**src/rtl/board_io_pkg.sv**
```systemverilog
// Shared board I/O constants: clock rate, debounce window and auto-repeat defaults.
// The repeat defaults are only consumed when BTN_DEBOUNCE_REPEAT_EN is defined.
package board_io_pkg;

  localparam int CLK_HZ                  = 100000000;
  localparam int DEBOUNCE_MS             = 10;
  localparam int DEBOUNCE_CYCLES_DEFAULT = (CLK_HZ / 1000) * DEBOUNCE_MS;
  localparam int HOLD_CYCLES_DEFAULT     = 50000000;
  localparam int REPEAT_CYCLES_DEFAULT   = 10000000;

endpackage

```
**src/rtl/debounce_ch.sv**
```systemverilog
// One input channel: two-flop synchroniser, stability counter, level and press/release pulses.
// Optional auto-repeat on press is built when BTN_DEBOUNCE_REPEAT_EN is defined.
module debounce_ch
  import board_io_pkg::*;
#(
  parameter int DEBOUNCE_CYCLES = DEBOUNCE_CYCLES_DEFAULT,
  parameter int CNT_W           = $clog2(DEBOUNCE_CYCLES)
`ifdef BTN_DEBOUNCE_REPEAT_EN
  ,
  parameter int HOLD_CYCLES     = HOLD_CYCLES_DEFAULT,
  parameter int REPEAT_CYCLES   = REPEAT_CYCLES_DEFAULT
`endif
) (
  input  logic CLK100MHZ,
  input  logic reset,
  input  logic raw_in,
  output logic level,
  output logic press,
  output logic release_pulse
);

  logic             s1_p0, s2_p1;
  logic [CNT_W-1:0] cnt, cnt_nxt;
  logic             flip, level_nxt, press_nxt, release_nxt;

`ifdef BTN_DEBOUNCE_REPEAT_EN
  localparam int RCNT_W = $clog2(HOLD_CYCLES);
  logic [RCNT_W-1:0] rcnt, rcnt_nxt;
  logic              rep_hit;
`endif

  always_comb begin
    flip        = 1'b0;
    level_nxt   = level;
    cnt_nxt     = '0;
    if (s2_p1 != level) begin
      if (cnt == CNT_W'(DEBOUNCE_CYCLES - 1)) begin
        flip      = 1'b1;
        level_nxt = ~level;
      end else begin
        cnt_nxt   = cnt + CNT_W'(1);
      end
    end
    press_nxt   = flip & ~level;
    release_nxt = flip & level;
`ifdef BTN_DEBOUNCE_REPEAT_EN
    // Reloading to HOLD-REPEAT after a hit makes every later hit REPEAT cycles apart.
    rep_hit  = 1'b0;
    rcnt_nxt = '0;
    if (level && !flip) begin
      if (rcnt == RCNT_W'(HOLD_CYCLES - 1)) begin
        rep_hit  = 1'b1;
        rcnt_nxt = RCNT_W'(HOLD_CYCLES - REPEAT_CYCLES);
      end else begin
        rcnt_nxt = rcnt + RCNT_W'(1);
      end
    end
    press_nxt = press_nxt | rep_hit;
`endif
  end

  // stage p0/p1: synchroniser; then level, counter and pulse registers
  always_ff @(posedge CLK100MHZ) begin
    if (reset) begin
      s1_p0         <= 1'b0;
      s2_p1         <= 1'b0;
      level         <= 1'b0;
      cnt           <= '0;
      press         <= 1'b0;
      release_pulse <= 1'b0;
    end else begin
      s1_p0         <= raw_in;
      s2_p1         <= s1_p0;
      level         <= level_nxt;
      cnt           <= cnt_nxt;
      press         <= press_nxt;
      release_pulse <= release_nxt;
    end
  end

`ifdef BTN_DEBOUNCE_REPEAT_EN
  always_ff @(posedge CLK100MHZ) begin
    if (reset) rcnt <= '0;
    else       rcnt <= rcnt_nxt;
  end
`endif

endmodule

```
**src/rtl/btn_debounce.sv**
```systemverilog
// Multi-channel button/switch conditioner: NUM_CH independent debounce_ch instances.
// Define BTN_DEBOUNCE_REPEAT_EN to add auto-repeat on press.
module btn_debounce
  import board_io_pkg::*;
#(
  parameter int NUM_CH          = 4,
  parameter int DEBOUNCE_CYCLES = DEBOUNCE_CYCLES_DEFAULT,
  parameter int CNT_W           = $clog2(DEBOUNCE_CYCLES)
`ifdef BTN_DEBOUNCE_REPEAT_EN
  ,
  parameter int HOLD_CYCLES     = HOLD_CYCLES_DEFAULT,
  parameter int REPEAT_CYCLES   = REPEAT_CYCLES_DEFAULT
`endif
) (
  input  logic              CLK100MHZ,
  input  logic              reset,
  input  logic [NUM_CH-1:0] raw_in,
  output logic [NUM_CH-1:0] level,
  output logic [NUM_CH-1:0] press,
  output logic [NUM_CH-1:0] release_pulse
);

  for (genvar i = 0; i < NUM_CH; i++) begin : g_ch
    debounce_ch #(
      .DEBOUNCE_CYCLES (DEBOUNCE_CYCLES),
      .CNT_W           (CNT_W)
`ifdef BTN_DEBOUNCE_REPEAT_EN
      ,
      .HOLD_CYCLES     (HOLD_CYCLES),
      .REPEAT_CYCLES   (REPEAT_CYCLES)
`endif
    ) u_ch (
      .CLK100MHZ     (CLK100MHZ),
      .reset         (reset),
      .raw_in        (raw_in[i]),
      .level         (level[i]),
      .press         (press[i]),
      .release_pulse (release_pulse[i])
    );
  end

endmodule
```
**config.mk**
```make
export PLATFORM = sky130hd
export DESIGN_NAME = btn_debounce
export DESIGN_NICKNAME = d
export VERILOG_FILES = /design/src/rtl/board_io_pkg.sv /design/src/rtl/debounce_ch.sv /design/src/rtl/btn_debounce.sv
export SDC_FILE = /design/constraint.sdc
export NUM_CORES = 1
export LEC_CHECK = 0
export ABC_AREA = 1
export CAP_MARGIN = 40
export CORE_MARGIN = 10
export CORE_UTILIZATION = 48
export CTS_BUF_LIST = sky130_fd_sc_hd__clkbuf_4
export DETAILED_ROUTE_END_ITERATION = 7
export GPL_ROUTABILITY_DRIVEN = 0
export HOLD_SLACK_MARGIN = 0.02
export PLACE_DENSITY = 0.68
export SLEW_MARGIN = 10
export SYNTH_ARGS = -nofsm -noshare
export SYNTH_HDL_FRONTEND = slang
export SYNTH_SLANG_ARGS = --single-unit
```
**constraint.sdc**
```tcl
create_clock -name CLK100MHZ -period 1.6 [get_ports CLK100MHZ]
set_clock_uncertainty 0.2 [all_clocks]
set_input_delay 0.16 -clock CLK100MHZ [delete_from_list [all_inputs] [get_ports CLK100MHZ]]
set_output_delay 0.16 -clock CLK100MHZ [all_outputs]
set_load 0.01 [all_outputs]
```
After elaboration in Yosys (flattened, before gate mapping)
Cells that the tools add are included.

Register bits: 100. Input bits: 6. Output and inout bits: 12.

Add/sub/neg operators: 4. Eq/ne operators: 8. Mux-type cells: 8. Bitwise operators: 16. Reduce and logical (&&, ||, !) cells: 8.

Operators by type and width (number): adder 20 x 1 -> 20 bit (second input constant) (4); equality test 20 bit (second input constant) (4); OR reduction 3 bit (4); bitwise AND 1 bit (8); two-way mux 1 bit (8); NOT 1 bit (8); AND reduction 2 bit (4); inequality test 1 bit (4).

Logic depth before layout (Yosys ltp)
Gate-level depths: netlist of the first run.

Word-level depth: 4. Depth in mapped cells: 9.

Modules after synthesis
From an unflattened synthesis of the first run, not the netlist that was laid out.

Cells, all modules: 724. Area total of the unflattened synthesis: 4859.7 um^2.

By module, submodules not included: debounce_ch (instances 4, cells an instance 181, area an instance 1214.9 um^2, sequential area each 500.5 um^2).

Least setup slack after synthesis of the first run
Ideal clock, no wire load.

Kind: register to register. Start: reg g_ch[2].u_ch.cnt[0]. End: reg g_ch[2].u_ch.cnt[0]. Library setup time: 121 ps. Data arrival time: 1252 ps. Required time: 1279 ps. Slack: 27 ps. Cell stages (with the launch flop): 8. Buffers on the path: 1. Period minus slack after synthesis: 1573 ps. Cell sequence: dfxtp_1 > ha_1 > nand3_2 > nor2_4 > nand2_1 > nand2_1 > buf_6 > nor2_1.

Cells in the longest elaborated chain, start to end: 2.

RTL lines: start, declared (line debounce_ch.sv:23) `logic [CNT_W-1:0] cnt, cnt_nxt;`; start signal, assigned (line debounce_ch.sv:75) `cnt <= cnt_nxt;`; parallel branches: the longest is 2 deep, another holds adder 20 x 1 -> 20 bit.

Several ways; the timed one is not identified. A chain may end at the register's enable or synchronous reset.

Final worst setup path of the first run
Start: reg g_ch[2].u_ch.cnt[10]. End: reg g_ch[2].u_ch.cnt[19].

Same word-level chain as after synthesis.

==> results of run 1 <==
## power groups by stage
stage	Clock [uW]	Combinational, uW	Sequential [uW]
2_1_floorplan	0	39.0	2560
3_3_place_gp	0	76.7	2560
3_5_place_dp	0	78.0	2560
4_1_cts	1210	85.6	2510
5_1_grt	1290	114	2500
6_report	1160	103	2500
## cell families after synthesis
group                    share of synthesized area
adder cells (fa/ha/maj)                    0.01001
AND/OR/NAND/NOR                             0.3941
AO/OA/AOI/OAI                              0.03804
XOR/XNOR                                   0.07007
buffers and inverters                      0.08734
flip-flops                                  0.4004
## timing repair
action,4_1_cts,5_1_grt
cloned,0,5
setup endpoints to repair,45,88
pin swaps,0,15
buffers inserted,2,12
resized for setup,23,87
hold buffers,4,0
endpoints found under the hold margin,4,0
## registers in the layout, indices dropped and copies added (netlist names)
register                 cells
g_ch.u_ch.cnt               80
g_ch.u_ch.level              4
g_ch.u_ch.press              4
g_ch.u_ch.release_pulse      4
g_ch.u_ch.s1_p0              4
g_ch.u_ch.s2_p1              4
## stage by stage
step | power, uW | TNS, ns | setup slack, ns | cells
floorplan | 2602 | 0 | 0.02698 | 731
global placement | 2639 | 0 | 0.01647 | 888
detailed placement | 2641 | -0.06593 | -0.01150 | 888
CTS | 3799 | 0 | 0.0001055 | 910
global route | 3909 | -0.3433 | -0.03010 | 927
finish | 3760 | -0.003668 | -0.003668 | 927
## layer usage
metal,part of all wire,routed length [um],GRT usage
met5,0,0,0
met4,0.015,170,0.05155
met3,0.039,425,0.03238
met2,0.49,5343,0.2483
met1,0.46,5032,0.1676
## area by class of cell
| type | instances | area [um2] |
|---|---|---|
| flip-flops and latches | 100 | 2056 |
| repair buffers | 65 | 623.1 |
| fillers | 913 | 4220 |
| well taps | 136 | 170.2 |
| multi-input cells | 534 | 2763 |
| clock inverters | 5 | 28.78 |
| clock buffers | 11 | 82.58 |
| inverters | 76 | 287.8 |
## worst max path at each step
stage,start,endpoint,slack [ns]
floorplan,g_ch[2].u_ch.cnt[0],g_ch[2].u_ch.cnt[0],0.03
global placement,reset,g_ch[3].u_ch.cnt[13],0.02
detailed placement,g_ch[2].u_ch.cnt[10],g_ch[2].u_ch.cnt[19],-0.01
CTS,g_ch[1].u_ch.cnt[0],g_ch[1].u_ch.cnt[14],0.0001
global route,g_ch[2].u_ch.cnt[3],g_ch[2].u_ch.cnt[19],-0.03
finish,g_ch[2].u_ch.cnt[10],g_ch[2].u_ch.cnt[19],-0.004
## critical path, cell delays in order, from the launching register on
cell,delay (ns)
dfxtp_2,0.37
buf_4,0.11
nand2_1,0.06
nor2_1,0.20
nand2_1,0.10
nor2_2,0.18
nand3_1,0.15
a21oi_2,0.18
## Yosys cell counts (all sizes together)
library cell	instances	area (um2)
xor2	28	245.2
nand2	181	691.9
inv	76	285.3
or2	7	43.79
a21oi	32	160.2
clkbuf	1	3.750
nand3	47	267.8
and2	7	43.79
nor3	7	40.04
nor2	183	749.5
xnor2	12	105.1
ha	4	50.05
nand3b	7	52.55
buf	20	147.6
o21ai	6	30.02
nand4	13	81.33
dfxtp	100	2002
==> flow_metrics.tcl, run 1 <==
set metrics [dict create \
    critical_path_required_ns 1.78 \
    core_um2 10230 \
    hp-start "g_ch[0].u_ch.s1_p0" \
    design_area_um2 6011 \
    firstDrtPassIters 5 \
    p_clk_frac 0.307 \
    die_w_um 122.1 \
    period_needed_ns 1.604 \
    grt_remaining_overflow 0 \
    grt_first_pass_wirelength_um 17920 \
    synth_cell_types 29 \
    post-route-period-util 1.002 \
    p_leak_uw 0.001958 \
    rr_startpoint "g_ch[2].u_ch.cnt[10]" \
    swShare 0.2302 \
    failed_checks "setup timing" \
    min_delay_path_depth 2 \
    numCtsBuffers 9 \
    drtIter0Drc 322 \
    route.vias.total 4529 \
    nNetsFinal 796 \
    dpl_cell_area_um2 5414 \
    clk_pin_slew_worst_paths_ns 0.14 \
    r2r_slack_ns -0.004 \
    synth_fp_nets 741 \
    cts_tree "yes" \
    worst_r2r_path_depth 7 \
    r2r_end "g_ch[2].u_ch.cnt[19]" \
    die_h_um 122.1 \
    avgViaCountPerCell 4.886 \
    cts_max_level 3 \
    yosysWarnings 0 \
    antenna_cells 0 \
    synth_area_um2 5000 \
    postLayoutCoreUtil 0.5875 \
    arrival_ns 1.79 \
    ioPinCount 18 \
    ys_ff_latch 100 \
    hp-class "reg2reg" \
    clock_path_buffers 2 \
    start_util 0.4887 \
    p_seq_frac 0.665 \
    drc 0 \
    syn_area_per_cell_um2 6.840 \
    tightest_slew_ns 0.2765 \
    area_growth_syn_to_layout_pct 20.22 \
    syn_inst 731 \
    grt_use_total 0.1426 \
    slew-limit-headroom 0.8152 \
    hold_end "g_ch[0].u_ch.s2_p1" \
    finalSetupViolations 1 \
    drive_above_1_share 0.2149 \
    p_per_area_nw_per_um2 625.6 \
    rows 37 \
    cp_max_fo 3 \
    final_cell_mix "nand2_1, nor2_1, inv_1, dfxtp_1, nand3_1" \
    synth-seq-area-share 0.4004 \
    drtAntennaViolNets 0 \
    startpoint_type "flip-flop" \
    rsz0062_at_grt "yes" \
    fin_ws_ns -0.003668 \
    design.die.area_um2 14900 \
    slew_violations 0 \
    grt_pass1_vias 4311 \
    wire_per_inst_um 11.83 \
    routed_wl_um 10970 \
    port_buffers 17 \
    p_sw_uw 865.6 \
    final_common_cell "nand2_1" \
    cts-root-buf "clkbuf_4" \
    end_kind "flip-flop" \
    hold_violations 0 \
    clock-sinks 100 \
    max_cap_viol_count 0 \
    critical_path_class "reg2reg" \
    ir_drop_uv 412.0 \
    antenna_found_initial 0 \
    clk_latency_ns 0.45 \
    status "finished, violations left" \
    p_int_uw 2895 \
    max_freq_mhz 623.6 \
    hpwlAfterDp_um 7816 \
    grt_max_degree 21 \
    power_frac_comb 0.027 \
    holdWs_ns 0.2202 \
]
(Power assumes the default switching activity.)
==> inputs of run 2 (changes only) <==
- ABC_CLOCK_PERIOD_IN_PS: not set -> 1600
- CORE_UTILIZATION: 48 -> 45
- PLACE_DENSITY: 0.68 -> not set
==> run 2 against run 1 <==
Net effect:
- the flow now finishes without violations
- first-iteration DRC count decreased by 7.1%
- highest routed layer unchanged
- sequential power about the same
- clock-buffer cell count decreased by 1
- cell count decreased by 0.32%
==> flow_metrics.tcl, run 2 (same netlist as run 1, synthesis figures left out) <==
set metrics [dict create \
    startpoint_type "flip-flop" \
    clock_path_buffers 2 \
    final_common_cell "nand2_1" \
    wire_per_inst_um 11.41 \
    max_freq_mhz 649.9 \
    crit_top_cell "nand2_1" \
    rows 38 \
    grt_max_degree 21 \
    post-route-period-util 0.9617 \
    tightest_slew_ns 0.2698 \
    hp-start "g_ch[2].u_ch.s1_p0" \
    regMostFlops "g_ch.u_ch.cnt" \
    hpwlAfterDp_um 7529 \
    critical_path_class "reg2reg" \
    setup_tns_ns 0 \
    cts_max_level 3 \
    critPathBufInv 2 \
    avgViaCountPerCell 4.737 \
    port_buffers 17 \
    cp_max_fo 4 \
    design.die.area_um2 15730 \
    firstDrtPassIters 4 \
    status "completed" \
    clk_pin_slew_worst_paths_ns 0.16 \
    slew-limit-headroom 0.8187 \
    cts_tree "yes" \
    grt_first_pass_wirelength_um 17140 \
    die_w_um 125.4 \
    hold_violations 0 \
    crit_slowest_cell "dfxtp_2" \
    period_needed_ns 1.539 \
    cts-root-buf "clkbuf_4" \
    drtIter0Drc 299 \
    final_cell_mix "nand2_1, nor2_1, inv_1, dfxtp_1, nand3_1" \
    grt_pass1_vias 3983 \
    rr_startpoint "g_ch[3].u_ch.cnt[1]" \
    die_h_um 125.4 \
    critical_path_required_ns 1.79 \
    drive_above_1_share 0.1862 \
    antenna_found_initial 0 \
    critPathMaxStageDelay_ns 0.37 \
    clock-sinks 100 \
    end_kind "flip-flop" \
    largest_reg_flops 80 \
    core_um2 10840 \
    antenna_cells 0 \
    p_per_area_nw_per_um2 662.0 \
    grt_use_total 0.1261 \
    grt_remaining_overflow 0 \
    start_util 0.4612 \
    max_cap_viol_count 0 \
    ir_drop_uv 403.2 \
    route.vias.total 4377 \
    finalSetupViolations 0 \
    routed_wl_um 10540 \
    p_leak_uw 0.001950 \
    startpoint "g_ch[3].u_ch.cnt[1]" \
    arrival_ns 1.73 \
    slew_violations 0 \
    numCtsBuffers 9 \
    postLayoutCoreUtil 0.5495 \
    nNetsFinal 789 \
    area_growth_syn_to_layout_pct 19.14 \
    hp-class "reg2reg" \
    path_cells "ha_2 -> nand3_2 -> inv_2 -> buf_4 -> nand2_1 -> nor2_1 -> nand2_1 -> a21oi_1" \
    clk_latency_ns 0.45 \
    drtAntennaViolNets 0 \
    ioPinCount 18 \
    drc 0 \
    crit_family "simple AND/OR/NAND/NOR gates" \
    rsz0062_at_grt "yes" \
]
## run 2: routing by layer
metal | vias to the layer above | part of all wire | GRT usage
li1 | 2344 | - | -
met1 | 1969 | 0.47 | 0.1528
met2 | 56 | 0.49 | 0.2126
met3 | 8 | 0.030 | 0.03380
met4 | 0 | 0.0084 | 0.03930
met5 | - | 0 | 0
## run 2: stage by stage
| stage | area, um2 | std cells | power [uW] | setup slack [ns] | hold slack [ns] |
|---|---|---|---|---|---|
| detailed placement | 5431 | 892 | 2641 | -0.03041 | 0.1999 |
| CTS | 5619 | 912 | 3991 | 0.01123 | 0.2121 |
| finish | 5957 | 924 | 3944 | 0.06124 | 0.2039 |
| global route | 5957 | 924 | 4101 | -0.03298 | 0.2184 |
| floorplan | 5000 | 731 | 2602 | 0.02698 | 0.06697 |
| global placement | 5431 | 892 | 2640 | 0.008199 | 0.1995 |
## run 2: worst register-to-register path, stage by stage (launching register included)
cell     delay [ns]
dfxtp_2        0.37
ha_2           0.18
nand3_2        0.11
inv_2          0.09
buf_4          0.11
nand2_1        0.10
nor2_1         0.13
nand2_1        0.05
a21oi_1        0.13
## run 2: area by class of cell
| cell class | instances | area (um2) |
|---|---|---|
| fill | 1054 | 4883 |
| multi-input combinational | 534 | 2708 |
| sequential | 100 | 2048 |
| timing repair buffer | 58 | 600.6 |
| inverter | 76 | 285.3 |
| tap | 140 | 175.2 |
| clock buffer | 10 | 75.07 |
| clock inverter | 6 | 65.06 |
## run 2: final timing paths
| check | to | cells past startpoint | slack [ns] |
|---|---|---|---|
| worst max-delay path | g_ch[3].u_ch.cnt[16] | 8 | 0.06 |
| worst min register to register | g_ch[2].u_ch.s2_p1 | 2 | 0.20 |
| worst max register to register | g_ch[3].u_ch.cnt[16] | 8 | 0.06 |
| worst min-delay path | g_ch[2].u_ch.s2_p1 | 2 | 0.20 |
## run 2: repair_timing
item,in CTS,in global routing
gates cloned,0,6
endpoints found under the hold margin,4,0
buffers inserted,0,6
hold buffers,4,0
pin swaps,0,11
setup endpoints to repair,22,79
gates resized for setup,20,67
## run 2: power by group
part	internal [uW]	total [uW]	switching, uW
Clock	495	1330	839
Combinational	56.3	105	48.8
Sequential	2500	2500	6.54
Total	3050	3940	895
